$ cat config.mk
export PLATFORM = sky130hd
export DESIGN_NAME = demux_e_router
export DESIGN_NICKNAME = d
export VERILOG_FILES = /design/src/rtl/demux_e_router.sv
export SDC_FILE = /design/constraint.sdc
export NUM_CORES = 1
export LEC_CHECK = 0
export ABC_AREA = 0
export BUFFER_PORTS_ARGS = -buffer_cell sky130_fd_sc_hd__buf_4
export CAP_MARGIN = 40
export CORE_MARGIN = 2
export CORE_UTILIZATION = 50
export CTS_CLUSTER_DIAMETER = 30
export DETAILED_ROUTE_END_ITERATION = 7
export PLACE_DENSITY = 0.85
export SKIP_LAST_GASP = 1
export SLEW_MARGIN = 15
export SYNTH_ARGS = -nofsm -noshare
export SYNTH_HDL_FRONTEND = slang
export SYNTH_SLANG_ARGS = --single-unit
$ cat constraint.sdc
create_clock -name Clk -period 2 [get_ports Clk]
set_clock_uncertainty 0.05 [all_clocks]
set_input_delay 0.4 -clock Clk [delete_from_list [all_inputs] [get_ports Clk]]
set_output_delay 0.4 -clock Clk [all_outputs]
set_load 0.02 [all_outputs]
$ cat src/rtl/demux_e_router.sv
// rtl/demux_e_router.sv - 1:2 stream router with per-channel holding registers and saturating drain counters
module demux_e_router #(
  parameter int WIDTH = 32,
  parameter int CNT_W = 16
) (
  input  logic             Clk,
  input  logic             Rst_n,
  input  logic             In_Valid,
  output logic             In_Ready,
  input  logic [WIDTH-1:0] In_Data,
  input  logic             In_Sel,
  output logic             Out_Valid0,
  input  logic             Out_Ready0,
  output logic [WIDTH-1:0] Out_Data0,
  output logic             Out_Valid1,
  input  logic             Out_Ready1,
  output logic [WIDTH-1:0] Out_Data1,
  output logic [CNT_W-1:0] Cnt0,
  output logic [CNT_W-1:0] Cnt1
);

  typedef enum logic {
    EMPTY = 1'b0,
    FULL  = 1'b1
  } chan_state_t;

  localparam logic [CNT_W-1:0] CNT_MAX = '1;

  chan_state_t state0, state1;
  chan_state_t state0_next, state1_next;
  logic        accept;
  logic        accept0, accept1;
  logic        drain0, drain1;

  assign Out_Valid0 = (state0 == FULL);
  assign Out_Valid1 = (state1 == FULL);

  // The producer may send whenever the addressed channel is empty or being
  // emptied this cycle; the other channel's state never blocks it.
  assign In_Ready = In_Sel ? (!Out_Valid1 || Out_Ready1)
                           : (!Out_Valid0 || Out_Ready0);

  assign accept  = In_Valid && In_Ready;
  assign accept0 = accept && !In_Sel;
  assign accept1 = accept &&  In_Sel;
  assign drain0  = Out_Valid0 && Out_Ready0;
  assign drain1  = Out_Valid1 && Out_Ready1;

  // Channel state registers; reset discards any held word
  always_ff @(posedge Clk or negedge Rst_n) begin
    if (!Rst_n) begin
      state0 <= EMPTY;
      state1 <= EMPTY;
    end else begin
      state0 <= state0_next;
      state1 <= state1_next;
    end
  end

  // Next state: an accept refills the slot (even while draining), a drain alone empties it
  always_comb begin
    state0_next = state0;
    state1_next = state1;
    if (accept0) begin
      state0_next = FULL;
    end else if (drain0) begin
      state0_next = EMPTY;
    end
    if (accept1) begin
      state1_next = FULL;
    end else if (drain1) begin
      state1_next = EMPTY;
    end
  end

  // Holding registers load only on accept, so data stays stable while stalled
  always_ff @(posedge Clk or negedge Rst_n) begin
    if (!Rst_n) begin
      Out_Data0 <= '0;
      Out_Data1 <= '0;
    end else begin
      if (accept0) begin
        Out_Data0 <= In_Data;
      end
      if (accept1) begin
        Out_Data1 <= In_Data;
      end
    end
  end

  // Per-channel delivered-word counters, held at all-ones once saturated
  always_ff @(posedge Clk or negedge Rst_n) begin
    if (!Rst_n) begin
      Cnt0 <= '0;
      Cnt1 <= '0;
    end else begin
      if (drain0 && (Cnt0 != CNT_MAX)) begin
        Cnt0 <= Cnt0 + 1'b1;
      end
      if (drain1 && (Cnt1 != CNT_MAX)) begin
        Cnt1 <= Cnt1 + 1'b1;
      end
    end
  end

endmodule

# == After elaboration in Yosys (flattened, before gate mapping) ==
# Index checks and enable logic that the tools add are counted.
# classes
add_sub_neg,2
eq_ne,2
muxes,5
n_reduce_logical,14
# ops
operator,n
$add 16x1->16 const B,2
$ne 16x16->1 const B,2
$logic_and 1x1->1,7
$mux 1,5
$reduce_bool 2->1,2
$logic_not 1->1,3
$logic_or 1x1->1,2
# word_totals
register_bits,98
input_bits,38
out_inout_bits,99

# == Longest topological paths before layout ==
# depth
ltp_word,6
ltp_mapped,5
mapped_depth_nobuf,5

# == Worst setup path after synthesis ==
# OpenSTA, ideal clock, no wires.
# synth_timing
path_type,reg2reg
from,register Cnt1[0]
to,register Cnt1[1]
setup_ns,0.125
t_arrival_ns,1.653
required_ns,1.825
slack_ns,0.173
path_stages_with_launch,6
cell_sequence,dfrtp_1 > ha_1 > nand3_1 > nor4_1 > nor2_1 > mux2_2
# synth_between
elab_chain_cells,2
word_cells_on_any_way,3
# synth_rtl
item,line_no,source
from (decl),19,output logic [CNT_W-1:0] Cnt1
from (signal assigned),101,Cnt1 <= Cnt1 + 1'b1;
"parallel branches: the longest is 2 deep, another holds $add 16x1->16",n/a,
# Several ways; the timed one is not identified.
# A chain may end at the register's enable or synchronous reset.

# == Final worst setup path ==
# layout_timing
from,"register state1, in the netlist Out_Valid1"
to,output port In_Ready
# layout_between
elab_chain_cells,3
# layout_rtl
item,line_no,source
from (decl),29,"chan_state_t state0, state1;"
from (signal assigned),56,state1 <= state1_next;
$logic_not 1->1,40,assign In_Ready = In_Sel ? (!Out_Valid1 || Out_Ready1)
$logic_or 1x1->1,40,
$mux 1,40,
to (decl),9,"output logic In_Ready,"
# No other way between the ends.

==> results.py <==
metrics = {
    "outcome": {
        "status": "complete, no violations",
    },
    "grt": {
        "grt_first_pass_wirelength_um": 15400,
        "antenna_found_initial": 0,
        "grt_pass1_vias": 3026,
        "gr-total-overflow": 0,
        "grt_usage": 0.227,
        "grt_max_degree": 44,
    },
    "finish": {
        "layout_commonest_cell": "buf_4",
        "diodes": 0,
        "final_nets": 476,
        "fillers": 551,
        "utilization": 0.708,
        "area_growth_pct": 35.9,
        "layout_common_cells": "buf_4, dfrtp_1, mux2_2",
        "drive_above_1_share": 0.527,
    },
    "sta": {
        "max_freq_mhz": 538,
        "finalHoldViolations": 0,
        "worst_pin_slew_ps": 437,
        "tns_ps": 0,
        "rsz0062_at_grt": "no",
        "min_period_ps": 1860,
        "fin_ws_ps": 143,
        "max_slew_margin": 0.707,
        "setup_violations": 0,
        "final_max_slew_viol_count": 0,
        "fin_crit_sh": 0.929,
    },
    "pwr": {
        "power_density_nw_per_um2": 1050,
        "p_total_uw": 5800,
        "max-vdd-ir-drop_uv": 748,
        "total_leakage_power_uw": 0.00262,
    },
    "placement": {
        "pre_cts_slack_ps": 225,
        "dp_hpwl_um": 6840,
        "port_buffers": 136,
        "gp_congestion": 0.815,
    },
    "routing": {
        "postRouteAntennaNets": 0,
        "wl_um": 9310,
        "drtIter0Drc": 122,
        "drc_errors": 0,
        "wire_per_inst_um": 17.2,
        "vias": 2906,
        "vias_per_cell": 5.36,
        "firstDrtPassIters": 4,
    },
    "logic_synthesis": {
        "synth.lib_cells_used.distinct": 35,
        "yosys_register_bits": 98,
        "synth.top_cell.area_share": 0.606,
        "synth_area_sq_um": 4050,
        "syn-num-nets": 329,
        "ys_warn_count": 0,
        "syn-instance-count": 289,
        "synth_top_area_cell": "dfrtp_1",
        "syn_avg_cell_area_sq_um": 14.0,
        "yosys-top-cells-area": "dfrtp_1, mux2_2, xor2_1",
        "seq_area_frac_synth": 0.606,
    },
    "worst_setup_path": {
        "crit_family": "flip-flops",
        "rrSetupSlack_ps": 180,
        "critical_path_class": "reg2out",
        "startpoint_type": "flop",
        "cp.arrival_ps": 1410,
        "cp.required_ps": 1550,
        "critPathMaxStageDelay_ps": 440,
        "timing.critical_path.buf_inv": 1,
        "end_kind": "output pin",
        "worstPathMaxFanout": 5,
        "crit_chain": "nand2b_1 -> mux2_2 -> buf_4",
        "critPathSlowestCell": "dfrtp_1",
    },
    "flow_run": {
        "cap_violations": 0,
    },
    "clock_network": {
        "cts_tree": "done",
        "cts.sinks": 98,
        "root_buffer": "clkbuf_8",
        "clkSlewWorstSetupHoldPaths_ps": 90,
        "htreeDepth": 3,
        "postCtsSetupBuffers": 0,
        "insertion_delay_ps": 360,
        "cts_buffer_depth": 2,
        "cts_made_buffers": 9,
    },
    "die": {
        "num_rows": 32,
        "die_x_um": 93.9,
        "die_h_um": 93.9,
        "start_util": 0.521,
        "die-area_sq_um": 8830,
        "io_pins": 137,
        "core_sq_um": 7770,
    },
    "hold_path": {
        "hold_path.class": "in2reg",
    },
}
[cells by family (layout without fill, tap and decap cells)]
family / count (synthesis) / count (layout) / synth area share
DFF: 98 / 98 / 0.606
and+or+nand+nor: 81 / 81 / 0.122
muxes: 69 / 69 / 0.192
xor gates and xnor gates: 25 / 25 / 0.0541
buffers and inverters: 8 / 159 / 0.00928
AOI/OAI and AO/OA: 6 / 6 / 0.0105
adders and majority gates: 2 / 2 / 0.00619
[path summary, 6_finish.rpt]
check,depth (start not counted),startpoint,endpoint
max in group asynchronous,3,Rst_n,Cnt1[5]
worst min-delay path,2,In_Data[6],Out_Data1[6]
worst max-delay path,3,Out_Valid1,In_Ready
min in group asynchronous,2,Rst_n,Out_Data1[5]
worst max register to register,4,Cnt0[12],Cnt0[1]
worst min register to register,1,Cnt0[15],Cnt0[15]
[layout make-up]
cell class,instances,area [sq um],share of cell area
clock inverter,6,113,0.0205
multi-input combinational,183,1560,0.284
timing repair buffer,143,1110,0.203
inverter,1,3.75,0.000683
clock buffer,9,124,0.0225
sequential,98,2450,0.446
tap,102,128,0.0232
[sequential cells by signal, indices dropped and copies added (netlist names)]
register    cells
Out_Valid1      1
Out_Valid0      1
Cnt0           16
Out_Data1      32
Out_Data0      32
Cnt1           16
[cells in the mapped netlist]
master,count
dfrtp_1,98
mux2_2,66
nand3_1,17
nand2_1,14
xor2_1,14
xnor2_1,11
nand4_1,10
nor2_1,7
nor3_1,7
buf_2,6
and3_1,5
nor4_1,3
nor4b_1,3
a31oi_1,2
ha_1,2
mux2_1,2
nand2b_1,2
nor4_2,2
o21a_1,2
and4_1,1
clkbuf_1,1
inv_1,1
mux2i_1,1
nand3b_1,1
nand4_2,1
nand4_4,1
nand4b_1,1
nor2_2,1
nor2b_1,1
nor3b_1,1
nor4_4,1
o21ai_0,1
o21ba_2,1
or3_1,1
or3_4,1
[where the power goes]
group / switching, uW / internal [uW]
Sequential: 297 / 2320
Combinational: 869 / 788
Clock: 689 / 831
Total: 1860 / 3940
[metal layers]
layer | vias to the layer above | global-route usage | part of all wire
met2 | 109 | 0.371 | 0.49
met1 | 1451 | 0.275 | 0.40
li1 | 1338 | - | -
met3 | 8 | 0.0995 | 0.096
met4 | 0 | 0.0640 | 0.012
met5 | - | 0 | 0
[what timing repair did]
action | 4_1_cts | 5_1_grt
gates resized for setup | 0 | 0
endpoints found under the hold margin | 15 | 0
hold buffers | 1 | 0
setup endpoints to repair | 0 | 0
[stage by stage]
stage / hold slack [ps] / cell area [sq um] / std cells
final: 217 / 5500 / 542
after global routing: 207 / 5500 / 542
after CTS: 205 / 5500 / 542
after detailed placement: 234 / 5250 / 526
after global placement: 232 / 5250 / 526
after floorplan: 54.4 / 4050 / 289
Power figures use the tool's default switching activity.
